===== config.mk =====
export PLATFORM = sky130hd
export DESIGN_NAME = discharge_pulse_fsm
export DESIGN_NICKNAME = d
export VERILOG_FILES = /design/src/rtl/discharge_pulse_fsm.sv
export SDC_FILE = /design/constraint.sdc
export NUM_CORES = 1
export LEC_CHECK = 0
export ABC_AREA = 1
export BUFFER_PORTS_ARGS = -buffer_cell sky130_fd_sc_hd__buf_2
export CORE_MARGIN = 5
export CORE_UTILIZATION = 35
export DETAILED_ROUTE_END_ITERATION = 12
export GPL_ROUTABILITY_DRIVEN = 1
export GPL_TIMING_DRIVEN = 0
export MAX_ROUTING_LAYER = met4
export PLACE_DENSITY = 0.64
export SLEW_MARGIN = 20
export SYNTH_ARGS = -nofsm -noshare
export SYNTH_HDL_FRONTEND = slang
export SYNTH_SLANG_ARGS = --single-unit

===== constraint.sdc =====
create_clock -name clk -period 6.7 [get_ports clk]
set_input_delay 2.01 -clock clk [delete_from_list [all_inputs] [get_ports clk]]
set_output_delay 2.01 -clock clk [all_outputs]
set_load 0.02 [all_outputs]

===== src/rtl/discharge_pulse_fsm.sv =====
// EDM pulse generator: sequences gap-on / breakdown wait / Ton discharge / Toff deionisation,
// with open-gap timeout, short-circuit cut-off and saturating statistics counters.
module discharge_pulse_fsm #(
  parameter logic        [15:0] WAIT_TIMEOUT         = 16'd5000,
  parameter logic signed [15:0] SHORT_THRESHOLD_CUR  = 16'sd60,
  parameter logic        [15:0] SHORT_THRESHOLD_TIME = 16'd20,
  parameter logic        [15:0] SHORT_RECOVER_CYCLES = 16'd2000
) (
  input  logic               clk,
  input  logic               rst,
  input  logic               enable,
  input  logic               is_breakdown,
  input  logic signed [15:0] sample_current,
  input  logic        [15:0] ton_cycles,
  input  logic        [15:0] toff_cycles,
  output logic        [7:0]  current_state,
  output logic               mosfet_on,
  output logic               discharge_done,
  output logic               short_flag,
  output logic        [31:0] pulse_count,
  output logic        [15:0] open_count,
  output logic        [15:0] short_count
);

  typedef enum logic [7:0] {
    S_WAIT_BREAKDOWN = 8'b0000_0001,
    S_DISCHARGE      = 8'b0000_0010,
    S_DEION          = 8'b0000_0100,
    S_SHORT          = 8'b0000_1000,
    S_IDLE           = 8'b0001_0000
  } state_e;

  state_e      state_q, state_d;
  logic [15:0] timer_q, timer_d;
  logic [15:0] short_cnt_q, short_cnt_d;
  logic [15:0] ton_q, toff_q;
  logic [15:0] ton_eff, toff_eff;
  logic        latch_en, done_d, pulse_inc, open_inc, short_inc;
  logic        mosfet_on_q, discharge_done_q, short_flag_q;
  logic [31:0] pulse_count_q;
  logic [15:0] open_count_q, short_count_q;

  // A zero on-/off-time would never match the terminal count, so it is clamped to one cycle.
  assign ton_eff  = (ton_cycles  == 16'd0) ? 16'd1 : ton_cycles;
  assign toff_eff = (toff_cycles == 16'd0) ? 16'd1 : toff_cycles;

  always_comb begin
    // NOTE: every signal gets a default before the case so no path leaves it unassigned (no latches).
    state_d     = state_q;
    timer_d     = timer_q + 16'd1;
    short_cnt_d = 16'd0;
    latch_en    = 1'b0;
    done_d      = 1'b0;
    pulse_inc   = 1'b0;
    open_inc    = 1'b0;
    short_inc   = 1'b0;
    unique case (state_q)
      S_IDLE: begin
        timer_d = 16'd0;
        if (enable) begin
          state_d  = S_WAIT_BREAKDOWN;
          latch_en = 1'b1;
        end
      end
      S_WAIT_BREAKDOWN: begin
        if (is_breakdown) begin
          state_d = S_DISCHARGE;
          timer_d = 16'd0;
        end else if (timer_q == WAIT_TIMEOUT - 16'd1) begin
          state_d  = S_DEION;
          timer_d  = 16'd0;
          open_inc = 1'b1;
        end else if (!enable) begin
          state_d = S_IDLE;
          timer_d = 16'd0;
        end
      end
      S_DISCHARGE: begin
        short_cnt_d = (sample_current >= SHORT_THRESHOLD_CUR) ? short_cnt_q + 16'd1 : 16'd0;
        // Short detection wins over a Ton expiry landing on the same cycle.
        if (short_cnt_d == SHORT_THRESHOLD_TIME) begin
          state_d     = S_SHORT;
          timer_d     = 16'd0;
          short_cnt_d = 16'd0;
          short_inc   = 1'b1;
        end else if (timer_q == ton_q - 16'd1) begin
          state_d     = S_DEION;
          timer_d     = 16'd0;
          short_cnt_d = 16'd0;
          pulse_inc   = 1'b1;
          done_d      = 1'b1;
        end
      end
      S_DEION: begin
        if (timer_q == toff_q - 16'd1) begin
          timer_d = 16'd0;
          if (enable) begin
            state_d  = S_WAIT_BREAKDOWN;
            latch_en = 1'b1;
          end else begin
            state_d = S_IDLE;
          end
        end
      end
      S_SHORT: begin
        if (timer_q == SHORT_RECOVER_CYCLES - 16'd1) begin
          state_d = S_DEION;
          timer_d = 16'd0;
        end
      end
      default: begin
        state_d = S_IDLE;
        timer_d = 16'd0;
      end
    endcase
  end

  // NOTE: sequential state uses non-blocking assignments so every register samples pre-edge values.
  always_ff @(posedge clk or posedge rst) begin
    if (rst) begin
      state_q          <= S_IDLE;
      timer_q          <= 16'd0;
      short_cnt_q      <= 16'd0;
      ton_q            <= 16'd0;
      toff_q           <= 16'd0;
      mosfet_on_q      <= 1'b0;
      discharge_done_q <= 1'b0;
      short_flag_q     <= 1'b0;
      pulse_count_q    <= 32'd0;
      open_count_q     <= 16'd0;
      short_count_q    <= 16'd0;
    end else begin
      state_q     <= state_d;
      timer_q     <= timer_d;
      short_cnt_q <= short_cnt_d;
      if (latch_en) begin
        ton_q  <= ton_eff;
        toff_q <= toff_eff;
      end
      // Outputs decode the next state so they line up with current_state.
      mosfet_on_q      <= (state_d == S_WAIT_BREAKDOWN) || (state_d == S_DISCHARGE);
      short_flag_q     <= (state_d == S_SHORT);
      discharge_done_q <= done_d;
      if (pulse_inc && (pulse_count_q != '1)) pulse_count_q <= pulse_count_q + 32'd1;
      if (open_inc  && (open_count_q  != '1)) open_count_q  <= open_count_q  + 16'd1;
      if (short_inc && (short_count_q != '1)) short_count_q <= short_count_q + 16'd1;
    end
  end

  assign current_state  = state_q;
  assign mosfet_on      = mosfet_on_q;
  assign discharge_done = discharge_done_q;
  assign short_flag     = short_flag_q;
  assign pulse_count    = pulse_count_q;
  assign open_count     = open_count_q;
  assign short_count    = short_count_q;

endmodule


======== Word-level counts from Yosys, hierarchy flattened ========
Cells that the tools add are included.
cells by class
  $add $sub $neg .......................... 7
  $lt $le $gt $ge ......................... 1
  equality and inequality tests ........... 16
  muxes and demuxes ....................... 35
  reductions and logical operators ........ 6
operator list
  operator                                                                 count
  16-bit two-way mux                                                       13
  16-bit by 1-bit adder with 16-bit output, second input constant          4
  8-bit two-way mux                                                        8
  16-bit case mux with 4 select lines                                      1
  8-bit case mux with 5 select lines                                       1
  32-bit by 1-bit adder with 32-bit output, second input constant          1
  16-bit equality test                                                     2
  16-bit zero test                                                         2
  16-bit inequality test, second input constant                            2
  32-bit inequality test, second input constant                            1
  16-bit by 1-bit subtractor with 16-bit output, second input constant     2
  16-bit by 11-bit equality test with 1-bit output, second input constant  1
  16-bit by 13-bit equality test with 1-bit output, second input constant  1
  16-bit by 5-bit equality test with 1-bit output, second input constant   1
  8-bit by 1-bit equality test with 1-bit output, second input constant    2
  8-bit by 2-bit equality test with 1-bit output, second input constant    2
  8-bit by 4-bit equality test with 1-bit output, second input constant    2
  16-bit by 7-bit >= comparator with 1-bit output, second input constant   1
  1-bit two-way mux                                                        10
  8-bit by 3-bit equality test with 1-bit output, second input constant    1
  8-bit by 5-bit equality test with 1-bit output, second input constant    1
  5-bit two-way mux                                                        1
  1-bit logical AND                                                        3
  1-bit case mux with 2 select lines                                       1
  1-bit logical OR                                                         1
word-level totals
  register bits after elaboration ......... 139
  bits of input ports ..................... 52
  output and inout bits ................... 75
  logic and storage cells ................. 76

======== Logic depth before layout (Yosys ltp) ========
  word-level depth ........................ 7
  depth in mapped cells ................... 17
  gate-level depth less buffers ........... 16

======== Worst setup path after synthesis ========
Ideal clock, no wire load.
  path type ............................... input-to-reg
  start ................................... input sample_current[14]
  end ..................................... register short_count_q[2], in the netlist short_count[2]
  setup time .............................. 0.123 ns
  arrival time ............................ 3.503 ns
  data required time ...................... 6.577 ns
  slack ................................... 3.074 ns
  stages .................................. 15
  buffers on the path ..................... 2
  cell sequence ........................... or2_0 -> nor2_1 -> nand2_1 -> nand2_2 -> inv_2 -> buf_2 -> o21ai_0 -> nand3_1 -> nor2_1 -> nand3_1 -> inv_2 -> nand3_2 -> buf_2 -> nand2_1 -> o21ai_1
between the ends
  word-level cells in the longest chain between the ends .. 6
RTL lines
  item                                             line  text
  from (decl)                                      13    input logic signed [15:0] sample_current,
  16-bit by 7-bit >= comparator with 1-bit output  79    short_cnt_d = (sample_current >= SHORT_THRESHOLD_CUR) ? short_cnt_q + 16'd1 : 16'd0;
  16-bit two-way mux                               79
  16-bit by 5-bit equality test with 1-bit output  81    if (short_cnt_d == SHORT_THRESHOLD_TIME) begin
  1-bit two-way mux                                81
  1-bit two-way mux                                57    unique case (state_q)
  1-bit logical AND                                146   if (short_inc && (short_count_q != '1)) short_count_q <= short_count_q + 16'd1;
  to (signal assigned)                             146
  to (decl)                                        41    logic [15:0] open_count_q, short_count_q;
Every way passes these cells.
A chain may end at the register's enable or synchronous reset.

======== Worst setup path in the final report ========
  start ................................... input sample_current[14]
  end ..................................... register pulse_count_q[15], in the netlist pulse_count[15]
between the ends
  word-level cells in the longest chain between the ends .. 6
RTL lines
  item                                             line  text
  16-bit by 7-bit >= comparator with 1-bit output  79
  16-bit two-way mux                               79
  16-bit by 5-bit equality test with 1-bit output  81
  1-bit two-way mux                                81
  1-bit two-way mux                                57
  1-bit logical AND                                144   if (pulse_inc && (pulse_count_q != '1)) pulse_count_q <= pulse_count_q + 32'd1;
  to (signal assigned)                             144
  to (decl)                                        40    logic [31:0] pulse_count_q;
Every way passes these cells.

==> results.json <==
{
  "fin_skew_ps": 12.6,
  "crit_arrival_ps": 4160,
  "stdcell_area_um2": 11100,
  "ios": 127,
  "path_clk_slew_ps": 60,
  "cpMostUsedCell": "nand2_1",
  "yosysSeqAreaShare_pct": 37.2,
  "hold_class": "register to register",
  "cp-end-kind": "register",
  "finalHoldViolCount": 0,
  "vdd_drop_max_mv": 0.179,
  "yosys.area.top_type": "dfrtp_1",
  "route.detailed.wl_per_inst_um": 14.2,
  "synth_flop_cell": "dfrtp_1",
  "synthArstFlopShare_pct": 100,
  "die_h_um": 174,
  "clk-insertion-delay-late_ps": 430,
  "design.die.area_um2": 30100,
  "remaining_drc_errors": 0,
  "syn_area_um2": 9360,
  "grt_max_degree": 99,
  "ys_types": 43,
  "min_period_over_period_pct": 56.7,
  "worst_slew_pin_slew_ps": 903,
  "status": "complete, no violations",
  "grt.total_usage_pct": 18.5,
  "cts-hold-fix-buffers": 0,
  "num_vias": 9179,
  "critical-path-max-stage-delay_ps": 270,
  "critPathLaunchType": "primary input",
  "ant_nets": 0,
  "place_congestion": 0.916,
  "grt_overflow": 0,
  "drive_gt1_share_pct": 14.3,
  "ys_seq_elements": 139,
  "max_cap_violations": 0,
  "power_density_nw_per_um2": 209,
  "crit_family": "simple AND/OR/NAND/NOR gates",
  "numCtsBuffers": 17,
  "rows": 59,
  "syn2layout_area_growth_pct": 18.2,
  "dp_hpwl_um": 20500,
  "synth_top_area_share_pct": 36.9,
  "synthTopCellsByArea": "dfrtp_1 37%, nand2_1 17%, nand3_1 7.2%, inv_1 6.3%, nor2_1 6.3%",
  "yosys_warnings": 0,
  "crit_chain": "buf_2 -> or2_0 -> nor2_1 -> nand2_1 -> nand2_2 -> inv_2 -> buf_2 -> nand3_1 -> nand2_1 -> nor2_1 -> nand3_1 -> nand4_1 -> buf_2 -> nand2_1 -> nand2_1",
  "cts_tree": "done",
  "clockBufferDepth": 2,
  "setup_violations": 0,
  "fp.dieW_um": 174,
  "rsz0062_at_grt": "false",
  "crit_buf_inv": 4,
  "antenna_found_initial": 0,
  "ctsResizeCount": 0,
  "drtPass1Iterations": 5,
  "relSlewSlack_pct": 39.3,
  "postPlaceCellArea_um2": 10400,
  "syn_area_per_cell_um2": 6.81,
  "drtIter0Drc": 580,
  "htree_levels": 4,
  "nNetsFinal": 1580,
  "clock-sinks": 139,
  "crit_type": "primary input to register",
  "fmax_mhz": 263,
  "syn_inst": 1375,
  "report.final.slew_viol_count": 0,
  "coreArea_um2": 26200,
  "fin_setup_tns_ps": 0,
  "wl_um": 26500,
  "crit_path_max_fanout": 10,
  "cts-root-buf": "clkbuf_16",
  "leakage_nw": 5.44,
  "grt_pass1_vias": 9049,
  "critPathSlowestCell": "buf_2",
  "crit_required_ps": 7060,
  "nFillCells": 2693,
  "cts_setup_buffers": 0,
  "initial_core_util_pct": 35.7,
  "synth-edff-count": 0,
  "port_buffers": 124,
  "n_antenna_cell": 0,
  "grt_pass1_wl_um": 45000,
  "min_period_ps": 3800,
  "viasPerCell": 4.91
}
==> synth_stat cells (2+ instances only) <==
library cell / number
clkinv_1: 2
o21ai_1: 20
nor2_2: 10
nor4_2: 2
nor3_2: 2
clkbuf_1: 9
nand2_1: 432
buf_6: 2
o22ai_1: 2
nand4_1: 31
nor2_4: 5
nor3_1: 32
xnor2_1: 37
inv_1: 158
a21oi_1: 20
o21ai_0: 29
nand3b_1: 8
nand3_1: 135
nor4_1: 31
buf_4: 4
o21bai_1: 2
nor3b_1: 2
dfrtp_1: 138
a41o_1: 2
ha_1: 7
nand2_2: 9
xor2_1: 51
inv_2: 5
buf_2: 17
nor2_1: 158
==> registers in the layout (all words and copies together), names as in the netlist, 8 cells and up <==
name	flops
pulse_count	32
open_count	16
short_cnt_q	16
short_count	16
timer_q	16
toff_q	16
ton_q	16
current_state	8
==> cell families (layout without fill, tap and decap cells) <==
kind of cell	after synthesis	count (layout)	synth area share (%)
buffers and inverters	199	356	8.66
AOI/OAI and AO/OA	80	80	4.62
xor gates and xnor gates	88	88	8.23
other	1	3	0.0401
and+or+nand+nor	861	861	40.3
adders and majority gates	7	7	0.935
DFF	139	139	37.2
==> layout by cell type (no fill, tap or decap), drive strengths merged, types with 2 or more instances in the layout <==
master / instances
a21oi: 21
a41o: 2
buf: 149
bufinv: 3
clkbuf: 28
clkinv: 6
conb: 3
dfrtp: 138
ha: 7
inv: 169
nand2: 441
nand3: 136
nand3b: 8
nand4: 32
nor2: 173
nor3: 34
nor3b: 2
nor4: 33
o21ai: 49
o21bai: 2
o22ai: 2
xnor2: 37
xor2: 51
==> report_power, final <==
part | total [mW] | internal (mW) | switching, mW | leakage (nW)
Combinational | 0.378 | 0.135 | 0.243 | 3.27
Clock | 1.00 | 0.605 | 0.396 | 0.306
Sequential | 0.937 | 0.882 | 0.0557 | 1.87
Total | 2.32 | 1.62 | 0.695 | 5.44
==> final timing paths <==
| check | from | end | slack, ps | cells past startpoint |
|---|---|---|---|---|
| worst min-delay path | open_count[7] | open_count[7] | 520 | 1 |
| max in group asynchronous | rst | current_state[4] | 4350 | 3 |
| min in group asynchronous | rst | short_cnt_q[7] | 1560 | 2 |
| worst max register to register | ton_q[0] | pulse_count[15] | 3760 | 14 |
| worst min register to register | open_count[7] | open_count[7] | 520 | 1 |
| worst max-delay path | sample_current[14] | pulse_count[15] | 2900 | 15 |
==> stage by stage <==
step	hold slack, ps	util, %	setup slack [ps]	total power, mW	std cells
finish	517	42.2	2900	2.32	1869
global route	539	42.2	2640	2.44	1869
CTS	520	42.2	2900	2.34	1869
detailed placement	507	39.9	2470	1.33	1837
global placement	506	39.7	-737	1.32	1836
floorplan	468	-	967	1.22	1377
==> per-layer routing <==
metal / global-route usage [%] / vias up / routed length (µm)
met3: 3.05 / 33 / 1060
li1: - / 4687 / -
met2: 29.2 / 209 / 12200
met5: - / - / 0
met4: 5.45 / 0 / 395
met1: 24.5 / 4250 / 12800
==> cell type report <==
class	instances	area, µm²	share of cell area [%]
repair buffers	125	648	5.86
flip-flops and latches	139	3480	31.4
clock buffers	18	439	3.97
well taps	335	419	3.79
clock inverters	14	183	1.65
multi-input cells	1039	5080	45.9
plain buffers	34	191	1.73
inverters	165	627	5.66
Note: power is estimated with default switching activity, not from simulation.
